## config.mk

```make
export PLATFORM = sky130hd
export DESIGN_NAME = gate_pipe
export DESIGN_NICKNAME = d
export VERILOG_FILES = /design/src/rtl/gate_pkg.sv /design/src/rtl/gate_op_unit.sv /design/src/rtl/gate_pipe.sv
export SDC_FILE = /design/constraint.sdc
export NUM_CORES = 1
export LEC_CHECK = 0
export CAP_MARGIN = 20
export CORE_UTILIZATION = 55
export DETAILED_ROUTE_END_ITERATION = 6
export PLACE_DENSITY = 0.85
export SETUP_SLACK_MARGIN = 0.02
export SLEW_MARGIN = 5
export SYNTH_ARGS = -nofsm -noshare
export SYNTH_HDL_FRONTEND = slang
export SYNTH_SLANG_ARGS = --single-unit
```

## constraint.sdc

```tcl
create_clock -name clk -period 3 [get_ports clk]
set_input_delay 0.45 -clock clk [delete_from_list [all_inputs] [get_ports clk]]
set_output_delay 0.45 -clock clk [all_outputs]
set_load 0.05 [all_outputs]
```

## src/rtl/gate_pkg.sv

```systemverilog
// gate_pkg: shared definitions for the gate_pipe family.
//   - gate_op_e : 3-bit gate function select (AND, OR, NAND, NOR, XOR, XNOR, NOT a, BUF a)
//   - OP_W      : width of the op field
//   - gate_bit  : single-bit gate function, applied bit-wise by gate_op_unit
package gate_pkg;

  localparam int OP_W = 3;

  typedef enum logic [OP_W-1:0] {
    OP_AND  = 3'd0,
    OP_OR   = 3'd1,
    OP_NAND = 3'd2,
    OP_NOR  = 3'd3,
    OP_XOR  = 3'd4,
    OP_XNOR = 3'd5,
    OP_NOT  = 3'd6,
    OP_BUF  = 3'd7
  } gate_op_e;

  // One bit of f(op, a, b). NOT and BUF ignore the b input.
  function automatic logic gate_bit(input gate_op_e op, input logic x, input logic z);
    logic r;
    case (op)
      OP_AND:  r = x & z;
      OP_OR:   r = x | z;
      OP_NAND: r = ~(x & z);
      OP_NOR:  r = ~(x | z);
      OP_XOR:  r = x ^ z;
      OP_XNOR: r = ~(x ^ z);
      OP_NOT:  r = ~x;
      OP_BUF:  r = x;
      default: r = x;
    endcase
    return r;
  endfunction

endpackage

```

## src/rtl/gate_op_unit.sv

```systemverilog
// gate_op_unit: purely combinational WIDTH-bit gate function y = f(op, a, b).
// Ports:
//   op  in  OP_W   gate function select (gate_pkg::gate_op_e encoding)
//   a   in  WIDTH  operand A
//   b   in  WIDTH  operand B (ignored for NOT / BUF)
//   y   out WIDTH  result
module gate_op_unit
  import gate_pkg::*;
#(
  parameter int WIDTH = 8
) (
  input  logic [OP_W-1:0]  op,
  input  logic [WIDTH-1:0] a,
  input  logic [WIDTH-1:0] b,
  output logic [WIDTH-1:0] y
);

  gate_op_e op_e;

  // Apply the selected single-bit gate to every bit position.
  always_comb begin
    op_e = gate_op_e'(op);
    y    = '0;
    for (int i = 0; i < WIDTH; i++) begin
      y[i] = gate_bit(op_e, a[i], b[i]);
    end
  end

endmodule

```

## src/rtl/gate_pipe.sv

```systemverilog
// gate_pipe: 2-stage valid/ready pipelined gate unit.
// S1 registers f(op, a, b); S2 registers the result plus reduction flags,
// so y_zero / y_ones / y_par always describe the y currently presented.
// Ports:
//   clk, rst_n          clock, async active-low reset
//   in_valid / in_ready input handshake (in_ready is combinational)
//   op, a, b            gate function and operands, sampled on accept
//   out_valid/out_ready output handshake
//   y                   registered result
//   y_zero, y_ones      y == 0, y == all ones
//   y_par               XOR-reduction of y
//   txn_cnt             wrapping count of output handshakes
module gate_pipe
  import gate_pkg::*;
#(
  parameter int WIDTH = 8,
  parameter int CNT_W = 16
) (
  input  logic             clk,
  input  logic             rst_n,
  input  logic             in_valid,
  output logic             in_ready,
  input  logic [OP_W-1:0]  op,
  input  logic [WIDTH-1:0] a,
  input  logic [WIDTH-1:0] b,
  output logic             out_valid,
  input  logic             out_ready,
  output logic [WIDTH-1:0] y,
  output logic             y_zero,
  output logic             y_ones,
  output logic             y_par,
  output logic [CNT_W-1:0] txn_cnt
);

  logic [WIDTH-1:0] f_y;

  logic             s1_valid_q, s1_valid_d;
  logic [WIDTH-1:0] s1_y_q,     s1_y_d;
  logic             out_valid_q, out_valid_d;
  logic [WIDTH-1:0] y_q,        y_d;
  logic             y_zero_q,   y_zero_d;
  logic             y_ones_q,   y_ones_d;
  logic             y_par_q,    y_par_d;
  logic [CNT_W-1:0] txn_cnt_q,  txn_cnt_d;

  logic s2_load;
  logic s1_load;
  logic out_hs;

  gate_op_unit #(.WIDTH(WIDTH)) u_op (
    .op (op),
    .a  (a),
    .b  (b),
    .y  (f_y)
  );

  // Handshake decisions and next-state for both stages and the counter.
  always_comb begin
    // S2 takes the S1 word when it is empty or its word leaves this cycle.
    s2_load  = s1_valid_q && (!out_valid_q || out_ready);
    s1_load  = in_valid && (!s1_valid_q || s2_load);
    in_ready = !s1_valid_q || !out_valid_q || out_ready;
    out_hs   = out_valid_q && out_ready;

    if (s1_load) begin
      s1_valid_d = 1'b1;
      s1_y_d     = f_y;
    end else if (s2_load) begin
      s1_valid_d = 1'b0;
      s1_y_d     = s1_y_q;
    end else begin
      s1_valid_d = s1_valid_q;
      s1_y_d     = s1_y_q;
    end

    // Flags are derived from the word being loaded so they never lag y.
    if (s2_load) begin
      out_valid_d = 1'b1;
      y_d         = s1_y_q;
      y_zero_d    = (s1_y_q == '0);
      y_ones_d    = &s1_y_q;
      y_par_d     = ^s1_y_q;
    end else if (out_hs) begin
      out_valid_d = 1'b0;
      y_d         = y_q;
      y_zero_d    = y_zero_q;
      y_ones_d    = y_ones_q;
      y_par_d     = y_par_q;
    end else begin
      out_valid_d = out_valid_q;
      y_d         = y_q;
      y_zero_d    = y_zero_q;
      y_ones_d    = y_ones_q;
      y_par_d     = y_par_q;
    end

    if (out_hs) begin
      txn_cnt_d = txn_cnt_q + CNT_W'(1);
    end else begin
      txn_cnt_d = txn_cnt_q;
    end
  end

  // Pipeline and counter state; reset discards any in-flight words.
  always_ff @(posedge clk or negedge rst_n) begin
    if (!rst_n) begin
      s1_valid_q  <= 1'b0;
      s1_y_q      <= '0;
      out_valid_q <= 1'b0;
      y_q         <= '0;
      y_zero_q    <= 1'b1;
      y_ones_q    <= 1'b0;
      y_par_q     <= 1'b0;
      txn_cnt_q   <= '0;
    end else begin
      s1_valid_q  <= s1_valid_d;
      s1_y_q      <= s1_y_d;
      out_valid_q <= out_valid_d;
      y_q         <= y_d;
      y_zero_q    <= y_zero_d;
      y_ones_q    <= y_ones_d;
      y_par_q     <= y_par_d;
      txn_cnt_q   <= txn_cnt_d;
    end
  end

  assign out_valid = out_valid_q;
  assign y         = y_q;
  assign y_zero    = y_zero_q;
  assign y_ones    = y_ones_q;
  assign y_par     = y_par_q;
  assign txn_cnt   = txn_cnt_q;

endmodule
```

==> impl_metrics.ini <==
[status]
status = finished, final reports clean

[timing]
worst_pin_slew_ns = 0.595
setup_ws_ns = 0.584
final_max_slew_viol_count = 0
rsz0062_at_grt = no
fmax_mhz = 414
finClkSkew_ns = 0.00309
fin_crit_ns = 2.42
finalSetupTns_ns = 0
hold_viol = 0
fin_crit_sh = 0.805
relSlewSlack = 0.602
setup_viol = 0

[clock_network]
holdBufCountCts = 0
cts_tree = yes
clk_path_buf_depth = 2
cts_setup_buffers = 0
cts.sinks = 37
clkLatencyLatePin_ns = 0.28
htree_num_levels = 2
clkTransAtPathRegs_ns = 0.07
post_cts_resized = 0
cts_inserted_buffers = 5
cts-root-buf = clkbuf_8

[placement]
post_dp_cell_area_um2 = 2980
hpwl_um = 3830
place.gp.congestion = 0.799
place_ws_ns = 0.597
port_buffers = 51

[critical_path]
cp.arrival_ns = 1.97
crit_required_ns = 2.55
reg2reg_depth = 4
cp-end-kind = primary output
cp-start-kind = input port
worstSetupPathType = in2out
cp_max_fo = 5

[detailed_routing]
drtIter0Drc = 66
totalWireLength_um = 4880
drc = 0
drt_first_pass_iters = 4
ant_nets = 0
wire_per_inst_um = 13.7
num_vias = 1984
viasPerCell = 5.59

[final_layout]
nNetsFinal = 352
antenna_cells = 0
layout_common_cells = clkdlybuf4s50_1, dfrtp_1, inv_1
synthToLayoutAreaGrowth_pct = 25.9
mostFrequentLayoutCell = clkdlybuf4s50_1
design_area_um2 = 3070
drive_above_1_share = 0.0623

[min_path]
worstHoldPathType = reg2reg
hold_depth = 1

[logic_synthesis]
synth_seq_area_share = 0.380
async_flop_share = 1.00
syn_area_um2 = 2440
avgSynthCellArea_um2 = 9.61
yosysWarnings = 0
synthesis.instances = 254
synth_edf_count = 0
ys_ff_latch = 37
ys_types = 41
syn-num-nets = 302
synthFlopType = dfrtp_1

[floorplan]
die-area_um2 = 4710
ios = 52
die_x_um = 68.6
rows = 23
core_um2 = 4140
start_util = 0.589
die_y_um = 68.6

[global_routing]
grt_pass1_wl_um = 7960
grt_pass1_vias = 1832
grt_max_degree = 38
grt_usage = 0.228
antenna_found_initial = 0
grt_overflow = 0

[pwr]
p_leak_uw = 0.00143
power.density_nw_per_um2 = 592
peakVddDrop_mv = 0.273

[job]
cap_viol_max_count = 0
[layer usage]
metal / global-route usage / vias to the layer above / wire length (µm)
li1: - / 982 / -
met1: 0.278 / 926 / 2200
met2: 0.396 / 65 / 2400
met3: 0.0280 / 11 / 181
met4: 0.107 / 0 / 97
met5: 0 / - / 0
[layout make-up]
class,count,area [µm²]
Sequential cell,37,927
Tap cell,50,62.6
Multi-Input combinational cell,178,1340
Fill cell,314,1070
Inverter,27,101
Clock buffer,8,90.1
Timing Repair Buffer,55,553
[critical path: stages]
cell             delay [ns]
clkdlybuf4s50_1        0.53
nand3b_1               0.17
clkdlybuf4s50_1        0.82
[per-stage QoR]
step | hold WS, ns | util | std cells | total power [µW]
floorplan | 0.154 | - | 254 | 1210
global placement | 0.461 | 0.720 | 347 | 1450
detailed placement | 0.483 | 0.720 | 347 | 1480
CTS | 0.492 | 0.742 | 355 | 1840
global route | 0.499 | 0.742 | 355 | 1920
finish | 0.478 | 0.742 | 355 | 1820
[sequential cells by signal, summed over array words and instances (netlist names)]
| register | cells |
|---|---|
| out_valid | 1 |
| y_par | 1 |
| y_zero | 1 |
| y_ones | 1 |
| txn_cnt | 16 |
| y | 8 |
| s1_valid_q | 1 |
| s1_y_q | 8 |
[cell usage after synthesis, types with 2 or more instances]
library cell	n	area (µm²)
a211o_1	3	26.3
buf_4	2	15.0
o21ai_2	2	17.5
buf_2	4	20.0
mux2_2	3	33.8
xor2_1	5	43.8
nor2b_1	3	18.8
nand2b_1	5	31.3
xnor2_1	13	114
o2bb2ai_1	3	26.3
o22ai_1	2	12.5
o221ai_1	2	17.5
and3_1	4	25.0
ha_1	25	313
nand2_1	25	93.8
mux4_2	2	45.0
nand3_1	9	45.0
nand3b_1	3	22.5
o31ai_1	4	30.0
a21oi_1	2	10.0
dfrtp_1	36	901
clkbuf_1	4	15.0
o211ai_1	2	15.0
a221o_1	3	30.0
inv_1	27	101
a211oi_1	2	15.0
buf_6	2	22.5
mux2i_1	6	60.1
o21ai_0	11	55.1
mux2_1	3	33.8
nor2_1	14	52.6
nor3_1	6	30.0
nand4_1	5	31.3
a221oi_1	5	43.8
[power by group]
| group | internal [µW] | switching, µW |
|---|---|---|
| combinational | 301 | 483 |
| sequential | 595 | 93.7 |
| clock | 187 | 159 |
| total | 1080 | 736 |
[cell families (layout without fill, tap and decap cells)]
| family | Yosys count | count (layout) | synth area share |
|---|---|---|---|
| AO/OA/AOI/OAI | 43 | 43 | 0.129 |
| AND/OR/NAND/NOR | 78 | 78 | 0.156 |
| buffers and inverters | 39 | 90 | 0.0712 |
| multiplexers | 14 | 14 | 0.0707 |
| flip-flops | 37 | 37 | 0.380 |
| adder cells (fa/ha/maj) | 25 | 25 | 0.128 |
| XOR/XNOR | 18 | 18 | 0.0646 |
[worst paths after layout]
kind	startpoint	endpoint	slack, ns
worst max-delay path	out_ready	in_ready	0.58
worst max register to register	out_valid	s1_y_q[0]	1.39
min in group asynchronous	rst_n	txn_cnt[7]	0.57
max in group asynchronous	rst_n	y_zero	2.08
worst min register to register	txn_cnt[15]	txn_cnt[15]	0.48
worst min-delay path	txn_cnt[15]	txn_cnt[15]	0.48
Note: power is estimated with default switching activity, not from simulation.
